### src/rtl/pc_fetch_ctrl.sv
// IF-stage fetch-PC generator: valid/ready fetch handshake, prioritised redirects, misaligned-target trap.
// Optional MIPS branch delay slot is enabled by defining PC_FETCH_DELAY_SLOT_EN.
module pc_fetch_ctrl #(
  parameter int unsigned       ADDR_W       = 32,
  parameter logic [ADDR_W-1:0] RESET_VECTOR = ADDR_W'(32'hBFC00000),
  parameter logic [ADDR_W-1:0] EXC_VECTOR   = ADDR_W'(32'hBFC00380),
  parameter int unsigned       INC          = 4
) (
  input  logic              clk,
  input  logic              rst_n,
  input  logic              stall,
  output logic              fetch_valid,
  input  logic              fetch_ready,
  output logic [ADDR_W-1:0] fetch_pc,
  input  logic              br_valid,
  input  logic [ADDR_W-1:0] br_target,
  input  logic              exc_valid,
  input  logic              eret_valid,
  input  logic [ADDR_W-1:0] eret_pc,
  output logic              flush,
  output logic              addr_err,
  output logic [ADDR_W-1:0] badvaddr,
  output logic              redir_pending
);

  // Encoding doubles as priority: a larger value wins.
  typedef enum logic [1:0] {
    KIND_NONE = 2'd0,
    KIND_BR   = 2'd1,
    KIND_ERET = 2'd2,
    KIND_EXC  = 2'd3
  } redir_kind_e;

  logic [ADDR_W-1:0] r_pc;
  logic              r_valid;
  logic              r_flush;
  logic              r_addr_err;
  logic [ADDR_W-1:0] r_badvaddr;
  logic              r_pend_valid;
  redir_kind_e       r_pend_kind;
  logic [ADDR_W-1:0] r_pend_target;

  logic              w_fire;
  redir_kind_e       w_in_kind;
  logic [ADDR_W-1:0] w_in_target;
  redir_kind_e       w_pend_kind;
  logic              w_take_in;
  logic              w_misaligned;
  redir_kind_e       w_eff_kind;
  logic [ADDR_W-1:0] w_eff_target;
  logic              w_has_redir;
  logic              w_delay;

  assign w_fire      = r_valid & fetch_ready & ~stall;
  assign w_pend_kind = r_pend_valid ? r_pend_kind : KIND_NONE;

  // Pick the highest-priority incoming request.
  always_comb begin
    w_in_kind   = KIND_NONE;
    w_in_target = '0;
    if (exc_valid) begin
      w_in_kind   = KIND_EXC;
      w_in_target = EXC_VECTOR;
    end else if (eret_valid) begin
      w_in_kind   = KIND_ERET;
      w_in_target = eret_pc;
    end else if (br_valid) begin
      w_in_kind   = KIND_BR;
      w_in_target = br_target;
    end else begin
      w_in_kind   = KIND_NONE;
      w_in_target = '0;
    end
  end

  // Pending redirect yields only to strictly higher incoming priority, except a newer branch replaces an older one.
  always_comb begin
    w_take_in    = 1'b0;
    w_misaligned = 1'b0;
    w_eff_kind   = w_pend_kind;
    w_eff_target = r_pend_target;
    if (w_in_kind != KIND_NONE &&
        ((w_in_kind > w_pend_kind) || (w_in_kind == KIND_BR && w_pend_kind == KIND_BR))) begin
      w_take_in    = 1'b1;
      w_misaligned = (w_in_kind != KIND_EXC) && (w_in_target[1:0] != 2'b00);
      if (w_misaligned) begin
        w_eff_kind   = KIND_EXC;
        w_eff_target = EXC_VECTOR;
      end else begin
        w_eff_kind   = w_in_kind;
        w_eff_target = w_in_target;
      end
    end else begin
      w_take_in    = 1'b0;
      w_misaligned = 1'b0;
    end
  end

  assign w_has_redir = (w_eff_kind != KIND_NONE);

`ifdef PC_FETCH_DELAY_SLOT_EN
  logic r_skip;
  logic w_new_branch;

  // A branch owes one sequential fetch (its delay slot) before its target is applied.
  assign w_new_branch = w_take_in & ~w_misaligned & (w_in_kind == KIND_BR);
  assign w_delay      = (w_eff_kind == KIND_BR) & (w_new_branch | r_skip);

  // Skip flag: armed by a fresh branch that is captured, cleared by any fire or a higher redirect.
  always_ff @(posedge clk) begin
    if (!rst_n) begin
      r_skip <= 1'b0;
    end else if (w_fire) begin
      r_skip <= 1'b0;
    end else if (w_has_redir) begin
      r_skip <= w_delay;
    end else begin
      r_skip <= r_skip;
    end
  end
`else
  assign w_delay = 1'b0;
`endif

  // Fetch PC, pending slot and status pulses.
  always_ff @(posedge clk) begin
    if (!rst_n) begin
      r_pc          <= RESET_VECTOR;
      r_valid       <= 1'b0;
      r_flush       <= 1'b0;
      r_addr_err    <= 1'b0;
      r_badvaddr    <= '0;
      r_pend_valid  <= 1'b0;
      r_pend_kind   <= KIND_NONE;
      r_pend_target <= '0;
    end else begin
      r_valid    <= 1'b1;
      r_flush    <= 1'b0;
      r_addr_err <= w_misaligned;
      if (w_misaligned) begin
        r_badvaddr <= w_in_target;
      end else begin
        r_badvaddr <= r_badvaddr;
      end
      if (w_fire) begin
        if (w_has_redir && !w_delay) begin
          r_pc          <= w_eff_target;
          r_pend_valid  <= 1'b0;
          r_pend_kind   <= KIND_NONE;
          r_pend_target <= r_pend_target;
          r_flush       <= 1'b1;
        end else begin
          // Sequential advance; a delayed branch stays parked behind its delay slot.
          r_pc          <= r_pc + ADDR_W'(INC);
          r_pend_valid  <= w_delay;
          r_pend_kind   <= w_delay ? KIND_BR : KIND_NONE;
          r_pend_target <= w_eff_target;
        end
      end else if (w_has_redir) begin
        r_pend_valid  <= 1'b1;
        r_pend_kind   <= w_eff_kind;
        r_pend_target <= w_eff_target;
      end else begin
        r_pend_valid  <= r_pend_valid;
        r_pend_kind   <= r_pend_kind;
        r_pend_target <= r_pend_target;
      end
    end
  end

  assign fetch_valid   = r_valid;
  assign fetch_pc      = r_pc;
  assign flush         = r_flush;
  assign addr_err      = r_addr_err;
  assign badvaddr      = r_badvaddr;
  assign redir_pending = r_pend_valid;

endmodule

### config.mk
export PLATFORM = sky130hd
export DESIGN_NAME = pc_fetch_ctrl
export DESIGN_NICKNAME = d
export VERILOG_FILES = /design/src/rtl/pc_fetch_ctrl.sv
export SDC_FILE = /design/constraint.sdc
export NUM_CORES = 1
export LEC_CHECK = 0
export BUFFER_PORTS_ARGS = -buffer_cell sky130_fd_sc_hd__clkbuf_2
export CAP_MARGIN = 40
export CORE_MARGIN = 5
export CORE_UTILIZATION = 25
export CTS_CLUSTER_DIAMETER = 200
export DETAILED_ROUTE_END_ITERATION = 8
export GPL_TIMING_DRIVEN = 1
export RECOVER_POWER = 100
export SKIP_LAST_GASP = 1
export SLEW_MARGIN = 20
export SYNTH_ARGS = -nofsm -noshare
export SYNTH_HDL_FRONTEND = slang
export SYNTH_SLANG_ARGS = --single-unit
export TNS_END_PERCENT = 5
### constraint.sdc
create_clock -name clk -period 5.5 [get_ports clk]
set_clock_uncertainty 0.2 [all_clocks]
set_input_delay 1.65 -clock clk [delete_from_list [all_inputs] [get_ports clk]]
set_output_delay 1.65 -clock clk [all_outputs]
set_load 0.01 [all_outputs]
==> key figures <==
Clock network
  • CTS max path bufs: 2
  • H-tree depth: 3
  • Clock root cell: clkbuf_16
  • Worst skew pair latency: 0.36 ns
  • Post-CTS setup buffer count: 0
  • Register clock-pin slew on the reported worst setup and hold paths: 0.08 ns
  • Num CTS Buffers: 9
  • CTS resizes: 0
  • CTS tree: done
  • Cts hold-fix bufs: 0
  • Clk sinks: 102

Finish
  • Nets@finish: 853
  • # diodes: 0
  • P&R area growth vs syn: 19.3%
  • FILL cells: 2279
  • Layout cell share with drive strength beyond 1: 0.139

Die
  • DIE AREA: 24000 um2
  • Die H: 155 um
  • Chip width: 155 um
  • Num ports: 139
  • Initial core utilization: 0.252
  • Row Count: 53
  • Core area: 20800 um2

Synthesis
  • Synth warn: 0
  • Synth area leader: dfxtp_1
  • Mean Syn Cell Area: 7.75 um2
  • Number of synthesized flops with an enable pin: 0
  • Synthesized flop and latch total: 102
  • Register area share after synthesis: 0.389
  • Most common cell in the netlist: dfxtp_1
  • Cell variety after synth: 67
  • Area share of the leading cell type in the synthesized netlist: 0.389
  • Mapped cell area: 5250 um2
  • Ys flop type: dfxtp_1
  • Biggest area contributors in the synthesized netlist: dfxtp_1 39%, a21oi_1 7.1%, nand2_1 6.9%, nor2_1 4.9%, nand3_1 3.8%
  • Cells after synthesis: 678
  • Top post-synthesis cells by count: 102 x dfxtp_1, 97 x nand2_1, 74 x a21oi_1
  • Ys async rst share: 0
  • Syn Nets: 752

Place
  • Placer Congestion: 0.819
  • Final HPWL DP: 13200 um
  • Port Buffers: 138

Timing
  • Pins Over Slew Limit: 0
  • Rel. slew slack: 0.0886
  • Max Fclk: 0.213 GHz
  • Worst slew pin tran: 1.37 ns
  • Post-route minimum period: 4.69 ns
  • Setup_tns: 0 ns
  • RSZ-0062 raised after global routing: false
  • Final hold viol count: 0
  • Final setup violation count: 0
  • Fin crit share: 0.853
  • Hold_ws: 0.255 ns

Route
  • Avg WL per Cell: 16.9 um
  • Antenna-violating nets left: 0
  • DR vias: 5418
  • # DRC: 0
  • Via-per-instance ratio: 5.12
  • Initial DRC count: 521
  • WL final: 17900 um
  • DRT Pass-1 Iters: 5

Power
  • Power per cell area: 297 nW/um2
  • Leak: 2.23 nW
  • Peak VDD IR: 0.180 mV
  • Power Total: 1.86 mW

GRT
  • Vias in the first global route: 4711
  • Gr usage total: 0.142
  • Largest net degree at the start of global routing: 69
  • Global-route wire length before repair: 27400 um
  • Initial antenna violation count: 0
  • Total grt overflow: 0

Min path
  • Hold Path Stages: 2
  • Min-delay src: r_pend_target[6]
  • Hold Path Class: register to register

Run
  • Max-Cap Viols: 0

Outcome
  • Status: finished clean

Setup path
  • Reg2reg path depth: 8
  • Critical path origin: eret_valid
  • CP Max Fanout: 21
  • Crit start category: primary input
  • WS Path Type: primary input to register
  • RR Startpoint: redir_pending
  • Crit path DAT: 4.73 ns
  • Worst EP required: 5.54 ns
  • CP endpoint kind: register
-- placed cells by master (no fill, tap or decap), types with 8 or more instances in the layout --
cell	netlist	layout
a221o_1	8	8
nand4_1	8	8
o211ai_1	8	8
clkbuf_1	31	73
dfxtp_1	102	102
and2_1	9	9
nor3_1	14	14
a21oi_1	74	74
nand2_1	97	97
o21ai_0	26	27
and3_1	15	15
nand3_1	40	40
buf_4	6	8
clkbuf_16	0	9
a22oi_1	20	20
a211oi_1	25	25
or3_1	11	11
nor2_1	68	68
clkbuf_2	0	69
a221oi_1	8	8
-- report_power, final --
group | leakage [nW] | internal (mW) | switching (mW)
Clock | 0.138 | 0.313 | 0.312
Sequential | 0.831 | 0.796 | 0.0470
Combinational | 1.26 | 0.127 | 0.264
Total | 2.23 | 1.24 | 0.623
-- final cells by class --
class | count | area (um2) | share of cell area
inverter | 7 | 26.3 | 0.00419
multi-input combinational | 509 | 2890 | 0.462
clock buffer | 9 | 225 | 0.0360
clock inverter | 7 | 55.1 | 0.00879
timing repair buffer | 150 | 679 | 0.108
sequential | 102 | 2040 | 0.326
tap | 275 | 344 | 0.0549
-- worst max-delay path, cell delays in order --
cell	delay, ns
clkbuf_2	0.09
nor2_1	0.18
inv_1	0.07
ha_1	0.34
o221ai_1	0.36
and3_1	0.40
inv_1	0.37
ha_1	0.41
nand2_1	0.44
and3_1	0.41
-- state kept, by name, indices dropped and copies added (netlist names) --
name,count
fetch_valid,1
r_pend_target,32
fetch_pc,32
flush,1
badvaddr,32
redir_pending,1
r_pend_kind,2
addr_err,1
-- per-stage QoR --
| stage | setup slack (ns) | cells | util | area, um2 |
|---|---|---|---|---|
| 2_1_floorplan | 0.675 | 678 | - | 5250 |
| 3_5_place_dp | 0.784 | 1043 | 0.293 | 6100 |
| 5_1_grt | 0.567 | 1059 | 0.301 | 6260 |
| 6_report | 0.811 | 1059 | 0.301 | 6260 |
| 3_3_place_gp | 0.857 | 1042 | 0.293 | 6100 |
| 4_1_cts | 1.14 | 1059 | 0.307 | 6380 |
-- cells by family (layout without fill, tap and decap cells) --
kind of cell	Yosys count	count (layout)	share of synthesized area
buffers and inverters	67	173	0.0574
AO/OA/AOI/OAI	208	208	0.262
AND/OR/NAND/NOR	289	289	0.269
flip-flops	102	102	0.389
adder cells (fa/ha/maj)	3	3	0.00715
XOR/XNOR	6	6	0.0100
multiplexers	3	3	0.00572
-- metal layers --
| metal | track usage | wire length (um) | vias to the layer above |
|---|---|---|---|
| li1 | - | - | 2670 |
| met2 | 0.189 | 6970 | 224 |
| met1 | 0.227 | 9550 | 2514 |
| met3 | 0.0339 | 1290 | 10 |
| met5 | 0 | 0 | - |
| met4 | 0.0290 | 130 | 0 |
-- path summary, 6_finish.rpt --
check | slack (ns) | endpoint
setup / recovery | 0.81 | r_pend_target[0]
hold / removal | 0.26 | r_pend_target[6]
hold reg to reg | 0.26 | r_pend_target[6]
setup reg to reg | 1.91 | r_pend_target[0]
Note: power is estimated with default switching activity, not from simulation.
